`config.mk`:
```
export PLATFORM = sky130hd
export DESIGN_NAME = full_adder_flat
export DESIGN_NICKNAME = d
export VERILOG_FILES = /design/src/rtl/full_adder_pkg.sv /design/src/rtl/full_adder_if.sv /design/src/rtl/full_adder_comb.sv /design/src/rtl/full_adder.sv /design/src/flat_wrapper.sv
export SDC_FILE = /design/constraint.sdc
export NUM_CORES = 1
export LEC_CHECK = 0
export BUFFER_PORTS_ARGS = -buffer_cell sky130_fd_sc_hd__clkbuf_2
export CAP_MARGIN = 20
export CELL_PAD_IN_SITES_DETAIL_PLACEMENT = 1
export CELL_PAD_IN_SITES_GLOBAL_PLACEMENT = 1
export CORE_AREA = 2 2 39 41
export DETAILED_ROUTE_END_ITERATION = 12
export DIE_AREA = 0 0 41 43
export PLACE_DENSITY = 0.47
export SYNTH_ARGS = -nofsm -noshare
export SYNTH_HDL_FRONTEND = slang
export SYNTH_HIERARCHICAL = 1
export SYNTH_SLANG_ARGS = --single-unit
```
`constraint.sdc`:
```
create_clock -name clk -period 2.2 [get_ports clk]
set_input_delay 0.33 -clock clk [delete_from_list [all_inputs] [get_ports clk]]
set_output_delay 0.33 -clock clk [all_outputs]
set_load 0.005 [all_outputs]
```
`src/rtl/full_adder_pkg.sv`:
```
// full_adder_pkg: shared width constant, carry-source type and majority helper for the adder cell.
package full_adder_pkg;
  localparam int DATA_W = 64;
  typedef enum logic {CIN_EXT, CIN_FLOP} cin_src_e;
  function automatic logic maj(input logic x, input logic y, input logic z);
    return (x & y) | (x & z) | (y & z);
  endfunction
endpackage

```
`src/rtl/full_adder_if.sv`:
```
// full_adder_if: operand, carry, control and result signals of one adder cell.
interface full_adder_if;
  logic a;
  logic b;
  logic Cin;
  logic sum;
  logic Cout;
  logic en;
  logic serial;
  logic start;
  logic sum_q;
  logic Cout_q;
  logic valid_q;
  modport master (
    output a, b, Cin, en, serial, start,
    input  sum, Cout, sum_q, Cout_q, valid_q
  );
  modport slave (
    input  a, b, Cin, en, serial, start,
    output sum, Cout, sum_q, Cout_q, valid_q
  );
endinterface

```
`src/rtl/full_adder_comb.sv`:
```
// full_adder_comb: pure combinational one-bit sum and carry-out.
module full_adder_comb
  import full_adder_pkg::*;
(
  input  logic a,
  input  logic b,
  input  logic cin,
  output logic sum,
  output logic cout
);
  assign sum  = a ^ b ^ cin;
  assign cout = maj(a, b, cin);
endmodule

```
`src/rtl/full_adder.sv`:
```
// full_adder: combinational adder cell plus a registered path that can run bit-serial adds via its carry flop.
module full_adder
  import full_adder_pkg::*;
(
  input  logic         clk,
  input  logic         reset,
  full_adder_if.slave  bus
);
  cin_src_e src;
  logic cin_sel, s_r, c_r, sum_r, cout_r, valid_r;
  full_adder_comb u_comb (.a(bus.a), .b(bus.b), .cin(bus.Cin), .sum(bus.sum), .cout(bus.Cout));
  // Mid-stream serial bits take their carry from the flop; the first bit uses the external Cin.
  assign src     = (bus.serial && !bus.start) ? CIN_FLOP : CIN_EXT;
  assign cin_sel = (src == CIN_FLOP) ? cout_r : bus.Cin;
  full_adder_comb u_reg (.a(bus.a), .b(bus.b), .cin(cin_sel), .sum(s_r), .cout(c_r));
  always_ff @(posedge clk) begin
    if (!reset) begin
      sum_r   <= 1'b0;
      cout_r  <= 1'b0;
      valid_r <= 1'b0;
    end else begin
      sum_r   <= bus.en ? s_r : sum_r;
      cout_r  <= bus.en ? c_r : cout_r;
      valid_r <= bus.en;
    end
  end
  assign bus.sum_q   = sum_r;
  assign bus.Cout_q  = cout_r;
  assign bus.valid_q = valid_r;
endmodule

```
`src/flat_wrapper.sv`:
```
// flat-port wrapper written by rule: the top's interface ports become plain ports
module full_adder_flat import full_adder_pkg::*;
  (clk, reset, bus_a, bus_b, bus_Cin, bus_en, bus_serial, bus_start, bus_sum, bus_Cout, bus_sum_q, bus_Cout_q, bus_valid_q);
  full_adder_if bus_i ();
  input  logic clk;
  input  logic reset;
  input wire logic [$bits(bus_i.a)-1:0] bus_a;
  input wire logic [$bits(bus_i.b)-1:0] bus_b;
  input wire logic [$bits(bus_i.Cin)-1:0] bus_Cin;
  input wire logic [$bits(bus_i.en)-1:0] bus_en;
  input wire logic [$bits(bus_i.serial)-1:0] bus_serial;
  input wire logic [$bits(bus_i.start)-1:0] bus_start;
  output wire logic [$bits(bus_i.sum)-1:0] bus_sum;
  output wire logic [$bits(bus_i.Cout)-1:0] bus_Cout;
  output wire logic [$bits(bus_i.sum_q)-1:0] bus_sum_q;
  output wire logic [$bits(bus_i.Cout_q)-1:0] bus_Cout_q;
  output wire logic [$bits(bus_i.valid_q)-1:0] bus_valid_q;
  assign bus_i.a = bus_a;
  assign bus_i.b = bus_b;
  assign bus_i.Cin = bus_Cin;
  assign bus_i.en = bus_en;
  assign bus_i.serial = bus_serial;
  assign bus_i.start = bus_start;
  assign bus_sum = bus_i.sum;
  assign bus_Cout = bus_i.Cout;
  assign bus_sum_q = bus_i.sum_q;
  assign bus_Cout_q = bus_i.Cout_q;
  assign bus_valid_q = bus_i.valid_q;
  full_adder u_core (.clk(clk), .reset(reset), .bus(bus_i));
endmodule
```
==> impl_metrics.yaml <==
logic_synthesis:
  synthTopCellsByArea: "sky130_fd_sc_hd__dfxtp_1 (36%), sky130_fd_sc_hd__fa_1 (24%), sky130_fd_sc_hd__mux2i_1 (12%)"
  post-synth-top-area-cell: "sky130_fd_sc_hd__dfxtp_1"
  synth_most_common_cell: "sky130_fd_sc_hd__dfxtp_1"
  syn_nets: 22
  synth_top_area_share_pct: 35.82
  synth-seq-area-share_pct: 35.82
  postSynthAreaPerCell_um2: 13.97
  synthTopCellsByCount: "sky130_fd_sc_hd__dfxtp_1 (3), sky130_fd_sc_hd__fa_1 (2), sky130_fd_sc_hd__mux2i_1 (2), sky130_fd_sc_hd__nor2b_1 (2)"
  synth_enable_flop_cells: 0
  post_synth_inst_count: 12
  async_reset_ff_share_pct: 0
  register_bit_total_from_synthesis: 3
  post_synth_num_cell_types: 7
  yosys_most_used_dff: "sky130_fd_sc_hd__dfxtp_1"
  synth-warning-count: 6
  syn-cell-area_um2: 167.7
global_route:
  antenna_found_initial: 0
  grt_util_all_layers_pct: 7.214
  grt_first_pass_wirelength_um: 745
  grt_start_max_net_pins: 4
  grt_met1_use_pct: 7.029
  grt_overflow: 0
  grt_util_met2_pct: 10.00
  first_global_vias: 179
  gr-max-usage-layer: "met2"
  global_route.usage.met3_pct: 3.141
routing:
  wl_per_cell_um: 10.45
  routed-via-count: 156
  drcViolationCount: 0
  detail_route.iter0.violations: 0
  ant_nets: 0
  dr.pass1.iters: 1
  wl_um: 460
  avgViaCountPerCell: 3.545
timing:
  unrepaired_setup_endpoints_after_global_routing: "false"
  period_share_pct: 64.65
  period_minus_slack_ns: 1.422
  report.final.hold_viol_count: 0
  setup-violations-final: 0
  max-slew-margin-rel_pct: 90.60
  tns_ns: 0
  worst_clock_skew_ns: 0.0001196
  max_freq_mhz: 703.1
  worst_slew_pin_slew_ns: 0.1371
  hold_slack_final_ns: 0.3482
  final_max_slew_viol_count: 0
clocking:
  clkTransAtPathRegs_ns: 0.04
  postCtsHoldBufs: 0
  ctsResizeCount: 0
  cts-root-buf: "sky130_fd_sc_hd__clkbuf_4"
  clock_latency_late_sink_ns: 0.23
  post_cts_buffers: 0
  clock_path_buffers: 2
  cts_sinks: 3
  cts_made_buffers: 3
  clock_tree.htree_level_count: 1
  cts_tree: "done"
floorplanning:
  fp.coreArea_mm2: 0.001384
  initial_core_util_pct: 12.12
  vertical_extent_of_the_die_um: 43
  die_width_um: 41
  floorplan.io_pins: 13
  die-area_mm2: 0.001763
  rows: 14
finish:
  finalInstanceArea_um2: 274.0
  layout-drive-gt1-share_pct: 60.71
  areaGrowthSynthToFinish_pct: 63.43
  stdcell_count: 44
  diodes: 0
  nets: 39
  nFillCells: 165
placement:
  dp.final_hpwl_um: 397.2
  placed_cell_area_um2: 247.7
  place.port_buffers: 12
  placedCellCount: 40
  global_placer_s_final_weighted_congestion: 0.6612
critical_path:
  worst-endpoint-arrival_ns: 1.09
  cp_common_cell: "sky130_fd_sc_hd__clkbuf_2"
  critPathKind: "primary input to output pin"
  timing.critical_path.to_type: "output pin"
  critPathTopFamily: "adder cells"
  cp_num_buf_inv: 2
  critical-path-slowest-cell: "sky130_fd_sc_hd__fa_1"
  timing.critical_path.fanout_max: 2
  crit_path_cell_trace: "clkbuf_2 > fa_1 > clkbuf_2"
  slowest_delay_ns: 0.54
  req_time_crit_path_ns: 1.87
  cp-start-kind: "primary input"
job:
  timing.max_cap.violations: 0
pwr:
  static-leakage-power_nw: 0.1403
  maximum_vdd_drop_uv: 98.55
  cellPowerDensity_mw_per_mm2: 713.3
run_status:
  outcome: "complete, no violations"
hold_path:
  worstHoldPathType: "primary input to register"
cells by family (layout without fill, tap and decap cells):
logic type	Yosys count	count (layout)	share of synthesized area (%)
buffers and inverters	0	16	0
and+or+nand+nor	4	4	19.40
DFF	3	3	35.82
muxes	3	3	20.89
adders and majority gates	2	2	23.88
through the flow:
step,setup slack (ns),utilization [%],total power [mW]
final,0.7777,19.80,0.1954
after global routing,0.7414,19.80,0.2125
after CTS,0.7660,19.80,0.2004
after detailed placement,0.5819,17.90,0.1003
after global placement,0.6352,17.90,0.09721
after floorplan,0.7490,-,0.07815
per-layer routing:
| layer | wire (um) | vias up |
|---|---|---|
| met2 | 224 | 13 |
| met3 | 53 | 0 |
| met5 | 0 | - |
| met1 | 182 | 72 |
| met4 | 0 | 0 |
| li1 | - | 71 |
registers in the layout (all words and copies together), names as in the netlist:
name and flops:
u_core/bus.valid_q 1, u_core/bus.Cout_q 1, u_core/bus.sum_q 1
path summary, 6_finish.rpt:
path | start | to | slack, ns | cells after the start
setup / recovery | bus_a | bus_sum | 0.78 | 3
hold / removal | reset | u_core/bus.Cout_q$_SDFFE_PN0P_ | 0.35 | 2
setup reg to reg | u_core/bus.Cout_q$_SDFFE_PN0P_ | u_core/bus.sum_q$_SDFFE_PN0P_ | 0.84 | 4
hold reg to reg | u_core/bus.sum_q$_SDFFE_PN0P_ | u_core/bus.sum_q$_SDFFE_PN0P_ | 0.54 | 2
layout by cell type, fill, tap and decap left out:
cell	n
sky130_fd_sc_hd__dfxtp_1	3
sky130_fd_sc_hd__nor2b_1	2
sky130_fd_sc_hd__fa_1	2
sky130_fd_sc_hd__mux2_4	1
sky130_fd_sc_hd__clkbuf_4	3
sky130_fd_sc_hd__nand2b_4	1
sky130_fd_sc_hd__clkbuf_2	12
sky130_fd_sc_hd__and2_1	1
sky130_fd_sc_hd__mux2i_1	2
sky130_fd_sc_hd__clkbuf_1	1
report_power, final:
part / internal [mW] / leakage, nW / switching (mW) / total [mW]
Combinational: 0.0210 / 0.101 / 0.0159 / 0.0369
Clock: 0.0680 / 0.0150 / 0.0291 / 0.0972
Sequential: 0.0589 / 0.0248 / 0.00248 / 0.0614
Total: 0.148 / 0.140 / 0.0475 / 0.195
final cells by class:
| cell class | count | area (um^2) | share of cell area [%] |
|---|---|---|---|
| Clock buffer | 4 | 26.28 | 9.589 |
| Multi-Input combinational cell | 9 | 107.6 | 39.27 |
| Sequential cell | 3 | 60.06 | 21.92 |
| Tap cell | 16 | 20.02 | 7.306 |
| Timing Repair Buffer | 12 | 60.06 | 21.92 |
No activity file was read; power rests on OpenSTA's default activity.
